**src/rtl/hit_sfx_gen.sv**
```systemverilog
// hit_sfx_gen: decaying, downward-sweeping square-wave blip started by a rising edge on hit
//   clk          100 MHz system clock
//   rst          asynchronous active-low reset
//   hit          trigger request; only rising edges start (or restart) an effect
//   sfx_waveform registered signed sample, exactly 0 while idle
//   busy         registered, high while an effect is playing
//   SFX_NOISE_EN when defined, phase comes from a 16-bit Galois LFSR for a noisy thud
module hit_sfx_gen #(
  parameter int DIV_START   = 50000,
  parameter int DIV_STEP    = 250,
  parameter int DIV_END     = 100000,
  parameter int STEP_CYCLES = 100000,
  parameter int AMP_MAX     = 8000,
  parameter int AMP_STEP    = 80
) (
  input  logic               clk,
  input  logic               rst,
  input  logic               hit,
  output logic signed [15:0] sfx_waveform,
  output logic               busy
);
  typedef enum logic {IDLE, PLAY} state_t;
  state_t state, state_n;
  logic hit_d, trig, phase, phase_n, flip, busy_n, tone_end, tick;
  logic [15:0] amp, amp_n, amp_dec;
  logic [21:0] half_div, half_div_n, cur_div, cur_div_n, tone_cnt, tone_n, step_cnt, step_n, div_inc;
  logic [22:0] div_sum;
  logic signed [15:0] wave_n;
  assign trig     = hit & ~hit_d;
  // cur_div holds the length of the half-period in progress, so a sweep step never truncates it
  assign tone_end = tone_cnt == cur_div - 22'd1;
  assign tick     = step_cnt == 22'(STEP_CYCLES - 1);
  assign amp_dec  = amp > 16'(AMP_STEP) ? amp - 16'(AMP_STEP) : 16'd0;
  assign div_sum  = {1'b0, half_div} + 23'(DIV_STEP);
  assign div_inc  = div_sum > 23'(DIV_END) ? 22'(DIV_END) : div_sum[21:0];
`ifdef SFX_NOISE_EN
  logic [15:0] lfsr, lfsr_adv;
  assign lfsr_adv = {1'b0, lfsr[15:1]} ^ (lfsr[0] ? 16'hB400 : 16'h0000);
  assign flip     = lfsr_adv[0];
  always_ff @(posedge clk or negedge rst)
    if (!rst) lfsr <= 16'hACE1;
    else lfsr <= trig ? 16'hACE1 : (state == PLAY && tone_end) ? lfsr_adv : lfsr;
`else
  assign flip = ~phase;
`endif
  always_comb begin
    state_n    = state;
    amp_n      = amp;
    half_div_n = half_div;
    cur_div_n  = cur_div;
    tone_n     = tone_cnt;
    step_n     = step_cnt;
    phase_n    = phase;
    if (trig) begin
      state_n    = PLAY;
      amp_n      = 16'(AMP_MAX);
      half_div_n = 22'(DIV_START);
      cur_div_n  = 22'(DIV_START);
      tone_n     = '0;
      step_n     = '0;
      phase_n    = 1'b1;
    end else if (state == PLAY) begin
      tone_n     = tone_end ? '0 : tone_cnt + 22'd1;
      phase_n    = tone_end ? flip : phase;
      step_n     = tick ? '0 : step_cnt + 22'd1;
      amp_n      = tick ? amp_dec : amp;
      half_div_n = tick ? div_inc : half_div;
      cur_div_n  = tone_end ? half_div_n : cur_div;
      state_n    = amp_n == 16'd0 ? IDLE : PLAY;
    end
    busy_n = state_n == PLAY;
    wave_n = busy_n ? (phase_n ? amp_n : -amp_n) : 16'sd0;
  end
  always_ff @(posedge clk or negedge rst)
    if (!rst) begin
      state        <= IDLE;
      hit_d        <= 1'b0;
      amp          <= '0;
      half_div     <= '0;
      cur_div      <= '0;
      tone_cnt     <= '0;
      step_cnt     <= '0;
      phase        <= 1'b0;
      sfx_waveform <= '0;
      busy         <= 1'b0;
    end else begin
      state        <= state_n;
      hit_d        <= hit;
      amp          <= amp_n;
      half_div     <= half_div_n;
      cur_div      <= cur_div_n;
      tone_cnt     <= tone_n;
      step_cnt     <= step_n;
      phase        <= phase_n;
      sfx_waveform <= wave_n;
      busy         <= busy_n;
    end
endmodule

```
**config.mk**
```make
export PLATFORM = sky130hd
export DESIGN_NAME = hit_sfx_gen
export DESIGN_NICKNAME = d
export VERILOG_FILES = /design/src/rtl/hit_sfx_gen.sv
export SDC_FILE = /design/constraint.sdc
export NUM_CORES = 1
export LEC_CHECK = 0
export ABC_CLOCK_PERIOD_IN_PS = 3850
export CORE_MARGIN = 3
export CORE_UTILIZATION = 60
export DETAILED_ROUTE_END_ITERATION = 8
export PLACE_DENSITY_LB_ADDON = 0.08
export SLEW_MARGIN = 20
export SYNTH_ARGS = -nofsm -noshare
export SYNTH_HDL_FRONTEND = slang
export SYNTH_SLANG_ARGS = --single-unit
```
**constraint.sdc**
```tcl
create_clock -name clk -period 3.85 [get_ports clk]
set_input_delay 0.77 -clock clk [delete_from_list [all_inputs] [get_ports clk]]
set_output_delay 0.77 -clock clk [all_outputs]
set_load 0.02 [all_outputs]
```
==> qor.csv <==
stage,metric,value,unit
synthesis,Post-Synthesis Cell Area,8000,µm²
timing,"Slew Viols, Final",0,
critical_path,crit path kind,register to register,
critical_path,crit-path max FO,22,
floorplanning,die area,14700,µm²
drt,vias,7788,
drt,Pre-Repair DR Iteration Count,5,
timing,Final period util,0.940,
place,"Cell Area, Placed",8410,µm²
timing,max_slew headroom,0.539,
synthesis,YS warnings,0,
drt,drt drc,0,
floorplanning,CORE AREA,12800,µm²
clock_network,Skew-Pair Late Insertion Delay,0.42,ns
global_routing,largest net degree at the start of global routing,75,
clock_network,TritonCTS clock tree,built,
clock_network,Clock Sinks,123,
critical_path,Crit path buffers/inverters,2,
drt,vias per cell,6.77,
synthesis,post-synthesis cell count,948,
timing,Final Critical Period,3.62,ns
clock_network,Clock Tree Root,clkbuf_16,
cells_and_area,share of layout cells above drive strength 1,0.113,
synthesis,Synth area leaders,"dfrtp_1 38%, o21ai_0 5.1%, a21oi_1 4.5%",
power_and_ir_drop,maximum VDD drop,0.000504,V
synthesis,Main synth FF type,dfrtp_1,
place,DP Cell Count,1118,
timing,Hold Fails Final Rpt,0,
cells_and_area,"commonest cells after routing, fill and taps aside","123 x dfrtp_1, 89 x nand2_1, 81 x o21ai_0",
timing,setup violators final,0,
global_routing,first-pass GRT wire length,37.9,mm
synthesis,synthesized flop and latch total,123,
synthesis,Post-synth ARST share,1.00,
synthesis,Syn Nets,958,
power_and_ir_drop,Pwr Density,346,nW/µm²
synthesis,Post-synth EDFFs,0,
worst_hold_path,Min-Delay Path Class,input pin to asynchronous set/reset pin,
global_routing,GRT Util Overall,0.319,
timing,Setup TNS,0,ns
floorplanning,FP Rows,41,
place,DPL Wire Length,15.9,mm
timing,final worst clock skew,0.0106,ns
cells_and_area,Layout Cells excl Fill,1150,
synthesis,top cell type by total area after synthesis,dfrtp_1,
critical_path,CP Data Required Time,4.21,ns
place,count of port buffers added during placement,19,
drt,Starting DRT DRC Count,865,
critical_path,Crit path depth,12,
cells_and_area,area grow syn2layout,12.9,%
global_routing,total grt overflow,0,
synthesis,syn avg cell area,8.43,µm²
floorplanning,Ports,20,
critical_path,CP startpoint,cur_div[0]$_DFFE_PN0P_,
drt,WL final,22.6,mm
critical_path,reg2reg start,cur_div[0]$_DFFE_PN0P_,
cells_and_area,Antenna Cells,0,
timing,WHS,0.375,ns
critical_path,top cell family by delay on the critical path,simple AND/OR/NAND/NOR gates,
critical_path,crit-path cells,"inv_1, ha_1, or4b_4, or3_1, o211ai_2, nand4_1, a2111oi_4, nand4_4, xor2_1, buf_4, a2111oi_2, a41o_1",
synthesis,"Seq/Total Area, Yosys",0.385,
global_routing,initial antenna violation count,0,
cells_and_area,"commonest non-fill, non-tap cell in the layout",dfrtp_1,
critical_path,CP endpoint kind,register,
critical_path,"Slowest-stage cell, CP",or4b_4,
critical_path,worst reg2reg path depth,12,
cells_and_area,"Net count, final",975,
critical_path,CP max stage delay,0.55,ns
synthesis,top cell type's share of synthesized area,0.385,
floorplanning,Horiz. Die Dim,121,µm
clock_network,total CTS buffers,17,
drt,drt wl/cell,19.7,µm
cells_and_area,final non-filler cell area,9030,µm²
power_and_ir_drop,Static Leak,0.00357,µW
clock_network,"Hold-fix buffers, CTS",0,
floorplanning,die height,121,µm
cells_and_area,Util after Layout,0.704,
clock_network,H-tree levels,4,
clock_network,Clock Path Buffers,2,
outcome,status,finished clean,
floorplanning,Initial Util,0.623,
global_routing,vias in the first global route,7718,
timing,highest clock rate,276,MHz
timing,Slew @ Worst Pin,0.689,ns
synthesis,Unique masters post-synth,94,
critical_path,worst path arrival time,3.98,ns
drt,antenna-violating nets left,0,
place,RePlAce Congestion,0.969,
critical_path,Worst Setup Start Kind,register,
job,max_cap viols,0,
clock_network,clock-pin slew on the worst setup and hold paths,0.06,ns
-- through the flow --
stage          worst slack, ns  total power [µW]
3_5_place_dp             0.154              1560
2_1_floorplan            0.640              1480
3_3_place_gp             0.319              1550
4_1_cts                  0.120              3140
6_report                 0.230              3120
5_1_grt                -0.0117              3240
-- synthesized netlist by cell type, types with 3 or more instances --
| cell | n |
|---|---|
| buf_1 | 3 |
| o21ai_0 | 81 |
| and2_1 | 10 |
| o31ai_1 | 13 |
| nand3_1 | 46 |
| and3_1 | 18 |
| nor4_1 | 22 |
| nand2_1 | 89 |
| a41o_1 | 3 |
| dfrtp_1 | 123 |
| buf_2 | 9 |
| inv_1 | 29 |
| xnor2_1 | 19 |
| nand4_1 | 17 |
| nor2_1 | 70 |
| nor2b_1 | 10 |
| buf_6 | 4 |
| a21oi_1 | 72 |
| mux2i_1 | 8 |
| o21a_1 | 4 |
| or3_1 | 19 |
| nand3b_1 | 3 |
| a311oi_1 | 3 |
| o31a_1 | 3 |
| a21boi_0 | 4 |
| nor3_1 | 44 |
| o21ai_1 | 13 |
| a31oi_1 | 10 |
| or4_1 | 7 |
| or2_2 | 4 |
| buf_4 | 5 |
| nand2b_1 | 7 |
| clkbuf_1 | 33 |
| a211o_1 | 4 |
| xor2_1 | 18 |
| nor3b_1 | 7 |
| and4_1 | 8 |
| a211oi_1 | 9 |
| ha_1 | 7 |
| nand4b_1 | 6 |
| a21o_1 | 5 |
| nor3_2 | 7 |
-- worst paths after layout --
path | endpoint | slack (ns)
setup / recovery | sfx_waveform[7]$_DFF_PN0_ | 0.23
max in group asynchronous | amp[14]$_DFF_PN0_ | 2.64
setup reg to reg | sfx_waveform[7]$_DFF_PN0_ | 0.23
hold reg to reg | step_cnt[21]$_DFFE_PN0P_ | 0.49
hold / removal | tone_cnt[2]$_DFFE_PN0P_ | 0.37
min in group clk | step_cnt[21]$_DFFE_PN0P_ | 0.49
-- cells by family (layout without fill, tap and decap cells) --
| family | after synthesis | count (layout) | synth area share |
|---|---|---|---|
| AND/OR/NAND/NOR | 416 | 416 | 0.284 |
| AO/OA/AOI/OAI | 269 | 269 | 0.215 |
| XOR/XNOR | 38 | 38 | 0.0440 |
| multiplexers | 10 | 10 | 0.0128 |
| adder cells (fa/ha/maj) | 7 | 7 | 0.0110 |
| flip-flops | 123 | 123 | 0.385 |
| buffers and inverters | 85 | 115 | 0.0476 |
-- layout make-up --
| cell class | count | area, µm² |
|---|---|---|
| Multi-Input combinational cell | 740 | 4580 |
| Fill cell | 1037 | 3790 |
| Sequential cell | 123 | 3080 |
| Timing Repair Buffer | 53 | 455 |
| Clock buffer | 19 | 443 |
| Tap cell | 172 | 215 |
| Clock inverter | 13 | 144 |
| Inverter | 30 | 113 |
-- metal layers --
| layer | track usage | wire [µm] | vias up |
|---|---|---|---|
| met1 | 0.408 | 9290 | 3779 |
| met2 | 0.527 | 11000 | 380 |
| met4 | 0.140 | 736 | 0 |
| met3 | 0.0597 | 1540 | 76 |
| met5 | 0 | 0 | - |
| li1 | - | - | 3553 |
-- timing repair --
action                                  in CTS  in global routing
endpoints found under the setup margin       0                 24
resized for setup                            0                  6
setup buffers                                0                  0
-- power by group --
part           internal (µW)  switching [µW]
sequential              1320            48.5
combinational           61.8             102
clock                    972             614
total                   2360             765
-- registers in the layout, summed over array words and instances, names as in the netlist --
| name | cells |
|---|---|
| half_div | 22 |
| cur_div | 22 |
| hit_d | 1 |
| state | 1 |
| tone_cnt | 22 |
| amp | 16 |
| sfx_waveform | 16 |
| phase | 1 |
| step_cnt | 22 |
Power figures use the tool's default switching activity.
